===== config.mk =====
export PLATFORM = sky130hd
export DESIGN_NAME = cardinal_nic_fifo_flat
export DESIGN_NICKNAME = d
export VERILOG_FILES = /design/src/rtl/cardinal_nic_fifo_pkg.sv /design/src/rtl/cardinal_nic_fifo_if.sv /design/src/rtl/cardinal_nic_ptr.sv /design/src/rtl/cardinal_nic_fifo.sv /design/src/flat_wrapper.sv
export SDC_FILE = /design/constraint.sdc
export NUM_CORES = 1
export LEC_CHECK = 0
export BUFFER_PORTS_ARGS = -buffer_cell sky130_fd_sc_hd__buf_2
export CAP_MARGIN = 20
export CORE_ASPECT_RATIO = 0.9
export CORE_MARGIN = 2
export CORE_UTILIZATION = 58
export DETAILED_ROUTE_END_ITERATION = 12
export GPL_TIMING_DRIVEN = 1
export MAX_ROUTING_LAYER = met4
export PLACE_DENSITY = 0.79
export SYNTH_ARGS = -nofsm -noshare
export SYNTH_HDL_FRONTEND = slang
export SYNTH_SLANG_ARGS = --single-unit

===== constraint.sdc =====
create_clock -name clk -period 4.4 [get_ports clk]
set_clock_uncertainty 0.1 [all_clocks]
set_input_delay 0.66 -clock clk [delete_from_list [all_inputs] [get_ports clk]]
set_output_delay 0.66 -clock clk [all_outputs]
set_load 0.02 [all_outputs]

===== src/rtl/cardinal_nic_fifo_pkg.sv =====
// Shared definitions for the NIC channel buffer: default geometry, status encodings, clog2 helper.
package cardinal_nic_fifo_pkg;

   localparam int NIC_DEF_BUFFER_WIDTH = 64;
   localparam int NIC_DEF_DEPTH        = 4;
   localparam int NIC_DEF_AF_THRESH    = 3;

   typedef enum logic [1:0] {
      NIC_ST_OK        = 2'b00,
      NIC_ST_OVERFLOW  = 2'b01,
      NIC_ST_UNDERFLOW = 2'b10,
      NIC_ST_BOTH      = 2'b11
   } nic_status_e;

   function automatic int nic_clog2(input int v);
      int r;
      r = 0;
      while ((1 << r) < v) r++;
      return r;
   endfunction

   function automatic nic_status_e nic_status(input logic ovf, input logic unf);
      return nic_status_e'({unf, ovf});
   endfunction

endpackage


===== src/rtl/cardinal_nic_fifo_if.sv =====
// Channel-side handshake bundle of the NIC buffer; master is the producer/consumer, slave is the FIFO.
interface cardinal_nic_fifo_if
   import cardinal_nic_fifo_pkg::*;
#(
   parameter int BUFFER_WIDTH = NIC_DEF_BUFFER_WIDTH,
   parameter int DEPTH        = NIC_DEF_DEPTH
) ();
   localparam int CNT_W = nic_clog2(DEPTH) + 1;

   logic                    write_en;
   logic                    read_en;
   logic                    clear_err;
   logic [BUFFER_WIDTH-1:0] data_in;
   logic [BUFFER_WIDTH-1:0] data_out;
   logic                    full;
   logic                    empty;
   logic                    almost_full;
   logic [CNT_W-1:0]        count;
   logic                    overflow;
   logic                    underflow;

   modport master (
      output write_en, read_en, clear_err, data_in,
      input  data_out, full, empty, almost_full, count, overflow, underflow
   );

   modport slave (
      input  write_en, read_en, clear_err, data_in,
      output data_out, full, empty, almost_full, count, overflow, underflow
   );
endinterface


===== src/rtl/cardinal_nic_ptr.sv =====
// Mod-DEPTH pointer with increment enable; wraps naturally since DEPTH is a power of two.
module cardinal_nic_ptr
   import cardinal_nic_fifo_pkg::*;
#(
   parameter  int DEPTH = NIC_DEF_DEPTH,
   localparam int PTR_W = nic_clog2(DEPTH)
) (
   input  logic             clk,
   input  logic             reset,
   input  logic             inc_i,
   output logic [PTR_W-1:0] ptr_o
);
   logic [PTR_W-1:0] ptr_q, ptr_d;

   always_comb begin
      ptr_d = ptr_q;
      if (inc_i) ptr_d = ptr_q + PTR_W'(1);
   end

   always_ff @(posedge clk) begin
      if (reset) ptr_q <= '0;
      else       ptr_q <= ptr_d;
   end

   assign ptr_o = ptr_q;
endmodule


===== src/rtl/cardinal_nic_fifo.sv =====
// Multi-entry FWFT NIC channel buffer with occupancy, almost-full and sticky error flags.
// All outputs come straight from registers; the head word lives in its own register.
module cardinal_nic_fifo
   import cardinal_nic_fifo_pkg::*;
#(
   parameter int BUFFER_WIDTH = NIC_DEF_BUFFER_WIDTH,
   parameter int DEPTH        = NIC_DEF_DEPTH,
   parameter int AF_THRESH    = NIC_DEF_AF_THRESH
) (
   input logic                clk,
   input logic                reset,
   cardinal_nic_fifo_if.slave bus
);
   localparam int PTR_W = nic_clog2(DEPTH);
   localparam int CNT_W = PTR_W + 1;

   logic [BUFFER_WIDTH-1:0] mem_q [DEPTH];
   logic [PTR_W-1:0]        rd_ptr, wr_ptr, rd_nxt;
   logic                    rd_ok, wr_ok;

   logic [CNT_W-1:0]        count_q, count_d;
   logic                    full_q, full_d, empty_q, empty_d, af_q, af_d;
   logic                    ovf_q, ovf_d, unf_q, unf_d;
   logic [BUFFER_WIDTH-1:0] head_q, head_d;

   assign rd_ok  = bus.read_en & ~empty_q;
   assign wr_ok  = bus.write_en & (~full_q | bus.read_en);
   assign rd_nxt = rd_ptr + PTR_W'(1);

   cardinal_nic_ptr #(.DEPTH(DEPTH)) u_rd_ptr (
      .clk(clk), .reset(reset), .inc_i(rd_ok), .ptr_o(rd_ptr)
   );

   cardinal_nic_ptr #(.DEPTH(DEPTH)) u_wr_ptr (
      .clk(clk), .reset(reset), .inc_i(wr_ok), .ptr_o(wr_ptr)
   );

   always_comb begin
      count_d = count_q;
      if (wr_ok && !rd_ok)      count_d = count_q + CNT_W'(1);
      else if (rd_ok && !wr_ok) count_d = count_q - CNT_W'(1);
      full_d  = (count_d == CNT_W'(DEPTH));
      empty_d = (count_d == '0);
      af_d    = (count_d >= CNT_W'(AF_THRESH));

      // With more than one entry, the next head is already in memory; otherwise
      // an incoming word either fills an empty FIFO or replaces the last entry.
      head_d = head_q;
      if (rd_ok && count_q > CNT_W'(1))  head_d = mem_q[rd_nxt];
      else if (wr_ok && (empty_q || rd_ok)) head_d = bus.data_in;
      else if (rd_ok)                       head_d = '0;

      // A new error event outranks a simultaneous clear.
      ovf_d = (bus.write_en & full_q & ~bus.read_en) | (ovf_q & ~bus.clear_err);
      unf_d = (bus.read_en & empty_q) | (unf_q & ~bus.clear_err);
   end

   always_ff @(posedge clk) begin
      if (wr_ok) mem_q[wr_ptr] <= bus.data_in;
   end

   always_ff @(posedge clk) begin
      if (reset) begin
         count_q <= '0;
         full_q  <= 1'b0;
         empty_q <= 1'b1;
         af_q    <= 1'b0;
         head_q  <= '0;
         ovf_q   <= 1'b0;
         unf_q   <= 1'b0;
      end else begin
         count_q <= count_d;
         full_q  <= full_d;
         empty_q <= empty_d;
         af_q    <= af_d;
         head_q  <= head_d;
         ovf_q   <= ovf_d;
         unf_q   <= unf_d;
      end
   end

   assign bus.data_out    = head_q;
   assign bus.count       = count_q;
   assign bus.full        = full_q;
   assign bus.empty       = empty_q;
   assign bus.almost_full = af_q;
   assign bus.overflow    = ovf_q;
   assign bus.underflow   = unf_q;
endmodule


===== src/flat_wrapper.sv =====
// flat-port wrapper written by rule: the top's interface ports become plain ports
module cardinal_nic_fifo_flat import cardinal_nic_fifo_pkg::*;
#(
   parameter int BUFFER_WIDTH = NIC_DEF_BUFFER_WIDTH,
   parameter int DEPTH        = NIC_DEF_DEPTH,
   parameter int AF_THRESH    = NIC_DEF_AF_THRESH
)
  (clk, reset, bus_write_en, bus_read_en, bus_clear_err, bus_data_in, bus_data_out, bus_full, bus_empty, bus_almost_full, bus_count, bus_overflow, bus_underflow);
  cardinal_nic_fifo_if #(.BUFFER_WIDTH(BUFFER_WIDTH), .DEPTH(DEPTH)) bus_i ();
  input logic clk;
  input logic reset;
  input wire logic [$bits(bus_i.write_en)-1:0] bus_write_en;
  input wire logic [$bits(bus_i.read_en)-1:0] bus_read_en;
  input wire logic [$bits(bus_i.clear_err)-1:0] bus_clear_err;
  input wire logic [$bits(bus_i.data_in)-1:0] bus_data_in;
  output wire logic [$bits(bus_i.data_out)-1:0] bus_data_out;
  output wire logic [$bits(bus_i.full)-1:0] bus_full;
  output wire logic [$bits(bus_i.empty)-1:0] bus_empty;
  output wire logic [$bits(bus_i.almost_full)-1:0] bus_almost_full;
  output wire logic [$bits(bus_i.count)-1:0] bus_count;
  output wire logic [$bits(bus_i.overflow)-1:0] bus_overflow;
  output wire logic [$bits(bus_i.underflow)-1:0] bus_underflow;
  assign bus_i.write_en = bus_write_en;
  assign bus_i.read_en = bus_read_en;
  assign bus_i.clear_err = bus_clear_err;
  assign bus_i.data_in = bus_data_in;
  assign bus_data_out = bus_i.data_out;
  assign bus_full = bus_i.full;
  assign bus_empty = bus_i.empty;
  assign bus_almost_full = bus_i.almost_full;
  assign bus_count = bus_i.count;
  assign bus_overflow = bus_i.overflow;
  assign bus_underflow = bus_i.underflow;
  cardinal_nic_fifo #(.BUFFER_WIDTH(BUFFER_WIDTH), .DEPTH(DEPTH), .AF_THRESH(AF_THRESH)) u_core (.clk(clk), .reset(reset), .bus(bus_i));
endmodule

# --- After elaboration in Yosys (flattened, before gate mapping) ---
# Memories as Yosys holds them, arrays and structs flattened.
# Index checks and enable logic that the tools add are counted.
word_totals:
  word_cells: 47
  reg_bits: 76
  mem_bits_rw: 256
  n_memories: 1
memory_table:
  columns: ["memory", "depth", "width", "rd", "rd_clocked_by_memory_dff", "wr", "line_no", "source"]
  rows:
  - ["u_core.mem_q", 4, 64, 1, 0, 1, "cardinal_nic_fifo.sv:17", "logic [BUFFER_WIDTH-1:0] mem_q [DEPTH];"]
op_classes:
  n_addsub: 4
  magnitude_cmp: 2
  muxes: 7
  bitwise: 14
  n_reduce_logical: 9
  n_eq_ne: 1
ops:
  columns: ["operator", "count"]
  rows:
  - ["2-to-1 mux 64 bit", 3]
  - ["AND 1 bit", 7]
  - ["2-to-1 mux 3 bit", 2]
  - ["adder 2 x 1 -> 2 bit (second input constant)", 2]
  - ["logical AND 1 bit", 4]
  - ["NOT 1 bit", 4]
  - ["adder 3 x 1 -> 3 bit (second input constant)", 1]
  - ["== test 3 bit (second input constant)", 1]
  - [">= comparator 3 x 2 -> 1 bit (second input constant)", 1]
  - ["> comparator 3 x 1 -> 1 bit (second input constant)", 1]
  - ["logical NOT 3 bit", 1]
  - ["bitwise OR 1 bit", 3]
  - ["nonzero test 3 bit", 1]
  - ["subtractor 3 x 1 -> 3 bit (second input constant)", 1]
  - ["logical NOT 1 bit", 2]
  - ["2-to-1 mux 1 bit", 2]
  - ["logical OR 1 bit", 1]

# --- Longest topological paths before layout ---
logic_depth:
  word_depth: 8
  mapped_depth: 8
  mapped_depth_nobuf: 7

# --- Hierarchy ---
# Synthesis repeated with hierarchy kept, for this count alone.
hier_totals:
  hier_cells: 771
  area_unflattened_um2: 12727.2
by_module_without_submodules:
  columns: ["mod", "cells_per_inst", "instances", "area_each_um2", "seq_area_each_um2"]
  rows:
  - ["cardinal_nic_fifo", 757, 1, 12569.6, 9128.8]
  - ["cardinal_nic_ptr", 7, 2, 78.8, 40.0]

# --- Worst setup path after synthesis ---
# No wires, ideal clock.
synth_timing:
  kind: "input to register"
  startpoint: "in bus_write_en"
  endpoint: "mem u_core.mem_q[0][0] (netlist bit) (enable)"
  arrival_time_ns: 2.803
  path_buffers: 1
  slack_ns: 1.068
  setup_time_ns: 0.429
  path_stages: 4
  cell_sequence: "buf_2 > inv_2 > a21oi_1 > and2_1"
synth_via:
  elab_chain_len: 3
synth_rtl:
  columns: ["element", "line_no", "source"]
  rows:
  - ["start: declaration", "flat_wrapper.sv:12", "input wire logic [$bits(bus_i.write_en)-1:0] bus_write_en;"]
  - ["AND 1 bit", "cardinal_nic_fifo.sv:27", "assign wr_ok = bus.write_en & (~full_q | bus.read_en);"]
  - ["2-to-1 mux 1 bit", "cardinal_nic_fifo.sv:59", "if (wr_ok) mem_q[wr_ptr] <= bus.data_in;"]
  - ["2-to-1 mux 1 bit (not written as such)", "cardinal_nic_fifo.sv:59", null]
  - ["end: declaration", "cardinal_nic_fifo.sv:17", null]
# No other way between the ends.

# --- Final worst setup path ---
layout_timing:
  startpoint: "reg u_core.count_q[1] (netlist: u_core.bus.count[1])"
  endpoint: "reg u_core.head_q[43] (netlist: u_core.bus.data_out[43])"
layout_via:
  elab_chain_len: 3
  elab_cells_between_ends: 4
  classes_between: "order compare (1); mux (1); reduce/logical (2)"
layout_rtl:
  columns: ["element", "line_no", "source"]
  rows:
  - ["start: declaration", "cardinal_nic_fifo.sv:21", "logic [CNT_W-1:0] count_q, count_d;"]
  - ["start signal: assignment", "cardinal_nic_fifo.sv:72", "count_q <= count_d;"]
  - ["> comparator 3 x 1 -> 1 bit (*)", "cardinal_nic_fifo.sv:49", "if (rd_ok && count_q > CNT_W'(1)) head_d = mem_q[rd_nxt];"]
  - ["logical AND 1 bit (*)", "cardinal_nic_fifo.sv:49", null]
  - ["nonzero test 3 bit (no line) / 2-to-1 mux 64 bit (equally long branches)", null, null]
  - ["end signal: assignment", "cardinal_nic_fifo.sv:68", "head_q <= '0;"]
  - ["end signal: assignment", "cardinal_nic_fifo.sv:76", "head_q <= head_d;"]
  - ["end: declaration", "cardinal_nic_fifo.sv:24", "logic [BUFFER_WIDTH-1:0] head_q, head_d;"]
# Every way passes the cells marked *; elsewhere a longest branch is shown, timed or not.
# A chain may end at the register's enable or synchronous reset.

==> run_results.csv <==
group,metric,value,unit
run_status,status,"completed",
power,ir_drop,359.0,uV
synth,synthAdderAreaFrac,0.006799,
detailed_routing,ant_nets,0,
synth,yosysWarnings,0,
final_layout,nNetsFinal,988,
critical_path,crit_end,"u_core.bus.data_out[43]",
critical_path,reg2reg_depth,8,
critical_path,cp-start-kind,"register",
final_layout,nFillCells,1388,
final_layout,final_cell_count_no_fill,1236,
detailed_routing,routed_wl,26200,um
critical_path,worstSetupStartpoint,"u_core.bus.count[1]",
global_route,antenna_found_initial,7,
clock_tree,clk_latency,500,ps
synth,synthCells,786,
synth,synthFlopType,"edfxtp_1",
synth,yosysUniqueCellTypes,46,
power,power_density,563.0,nW/um^2
final_layout,multi_input_area,3332,um^2
timing,rsz0062_at_grt,"false",
synth,synth.largest_area_cell,"edfxtp_1",
placement,gp_routability_congestion,0.7732,
clock_tree,cts.repair.resized,0,
placement,io_buffers,140,
die,dieArea,23420,um^2
clock_tree,cts_buffers,34,
clock_tree,tritoncts,"done",
detailed_routing,vias,7392,
timing,final_max_slew_viol_count,0,
synth,avgSynthCellArea,16.39,um^2
power,p_leak,0.005111,uW
timing,finalSetupViolations,0,
global_route,grt_pass1_wl,41020,um
critical_path,required,4700,ps
synth,synthArstFlopShare,0,
clock_tree,clk_pin_slew,60,ps
synth,synth-xor-area-share,0.004079,
detailed_routing,drt_iter0_markers,716,
synth,synth_commonest_cells,"256 x edfxtp_1, 80 x nor2_1, 76 x dfxtp_1, 65 x nand2_1, 64 x mux4_2",
placement,post-place-ws,1461,ps
clock_tree,cts_buffer_depth,3,
clock_tree,clock-sinks,332,
timing,period_share,0.6674,
critical_path,rr_startpoint,"u_core.bus.count[1]",
timing,fin_crit,2937,ps
die,start_util,0.5938,
placement,detailedPlacementHpwl,14730,um
die,fp.dieW,161.1,um
clock_tree,cts_root_buffer,"clkbuf_16",
detailed_routing,remaining_drc_errors,0,
placement,placed_cells,1167,
timing,setup-tns-final,0,ps
global_route,grt_pass1_vias,7553,
clock_tree,cts_htree_levels,2,
min_path,min-delay-path-class,"primary input to register",
timing,hold_ws,296.3,ps
global_route,grt-ovfl-total,0,
synth,synth_top_family_by_area,"multiplexers",
timing,final_hold_viol_count,0,
die,rows,51,
detailed_routing,viasPerCell,5.981,
critical_path,crit_fanout,40,
synth,mappedNetlistArea,12880,um^2
die,die_height,145.4,um
synth,synth_top_area_frac,0.5967,
synth,muxShareOfSynthArea,0.1127,
timing,worstMarginPinSlew,1113,ps
final_layout,area_growth,15.22,%
timing,fin_ws,1463,ps
detailed_routing,drt_pass1_iterations,5,
clock_tree,cts_hold_buf,0,
synth,synthSimpleGateAreaFrac,0.07857,
timing,max_freq,340.5,MHz
critical_path,critical_path_class,"register to register",
timing,slew_headroom,0.2579,
critical_path,rrSetupSlack,1460,ps
critical_path,arrival,3240,ps
synth,synth_area_leaders,"edfxtp_1 60%, dfxtp_1 12%, mux4_2 11%",
final_layout,drive_gt1_frac,0.2985,
synth,synth_edf_count,256,
synth,synth_compound_area_frac,0.05420,
flow_run,cap_violations,0,
die,pin_count,141,
synth,synth-seq-cells,332,
critical_path,reg2reg_to,"u_core.bus.data_out[43]",
clock_tree,cts_setup_buffers,0,
die,core_area,21700,um^2
final_layout,fin_util,0.6841,
critical_path,endpoint_kind,"register",
global_route,track_usage,0.2324,
detailed_routing,avgRoutedWirePerCell,21.20,um
synth,synth_fp_nets,862,
global_route,grt_max_degree,120,
final_layout,seqCellArea,9216,um^2
synth,yosysSeqAreaShare,0.7148,
synth,synth.most_common_cell,"edfxtp_1",
-- kinds of logic (layout without fill, tap and decap cells) --
kind of cell    Yosys count  in the layout
other cells               0              7
buf+inv                  65            217
fa+ha+maj                 7              7
simple gates            227            227
flops                   332            332
xor+xnor                  6              6
compound gates           84             84
mux                      65             65
-- layout by cell type, fill, tap and decap left out, drive strengths merged, types with 2 or more instances in the layout --
cell type,n
buf,147
mux4,64
diode,7
a311oi,58
xor2,2
edfxtp,256
o21ai,8
inv,8
xnor2,4
a2111oi,4
a31oi,3
clkinv,12
bufinv,2
ha,7
nor2,83
and2,4
dfxtp,76
nor2b,4
a21oi,3
nand3,61
clkbuf,47
nand2,65
nor3b,3
-- flip-flops by register name (all words and copies together) (netlist names) --
register	count
u_core.bus.almost_full	1
u_core.bus.empty	1
u_core.bus.count	3
u_core.mem_q	256
u_core.u_wr_ptr.ptr_o	2
u_core.u_rd_ptr.ptr_o	2
u_core.bus.data_out	64
u_core.bus.underflow	1
u_core.bus.overflow	1
u_core.bus.full	1
-- worst min-delay path by stage --
stage                             startpoint                       end  depth (start not counted)
floorplan           u_core.u_wr_ptr.ptr_o[1]  u_core.u_wr_ptr.ptr_o[1]                          2
global placement     u_core.bus.data_out[51]   u_core.bus.data_out[51]                          2
detailed placement   u_core.bus.data_out[54]   u_core.bus.data_out[54]                          2
CTS                          bus_data_in[45]       u_core.mem_q[1][45]                          1
global route                 bus_data_in[45]       u_core.mem_q[1][45]                          1
finish                       bus_data_in[61]       u_core.mem_q[2][61]                          1
-- through the flow --
| step | power (uW) | instance area, um^2 |
|---|---|---|
| finish | 8356 | 14840 |
| global route | 8686 | 14840 |
| CTS | 8404 | 14830 |
| detailed placement | 5584 | 13710 |
| global placement | 5535 | 13710 |
| floorplan | 5102 | 12880 |
-- worst max-delay path: stages, from the launching register on --
cell and delay [ps]:
dfxtp_1 490, inv_1 120, ha_1 190, o21ba_1 270
nor2_1 90, nor2_4 780, buf_4 420, nand2_1 100
a311oi_1 280
-- routing by layer --
metal / share of wire / global-route usage
met3: 0.068 / 0.04531
met5: 0 / -
met2: 0.50 / 0.3721
met1: 0.40 / 0.3017
met4: 0.024 / 0.08304
-- area by class of cell --
cell class,instances,area share
Timing Repair Buffer,147,0.05159
Clock inverter,15,0.008345
Clock buffer,47,0.06693
Multi-Input combinational cell,389,0.2245
Antenna cell,7,0.001180
Inverter,8,0.002023
Sequential cell,332,0.6209
Tap cell,291,0.02453
-- power breakdown --
part	internal (uW)	switching, uW	leakage, uW
Combinational	581	975	0.00158
Clock	1700	1130	0.000554
Sequential	3730	246	0.00298
Total	6010	2350	0.00511
Power figures use the tool's default switching activity.
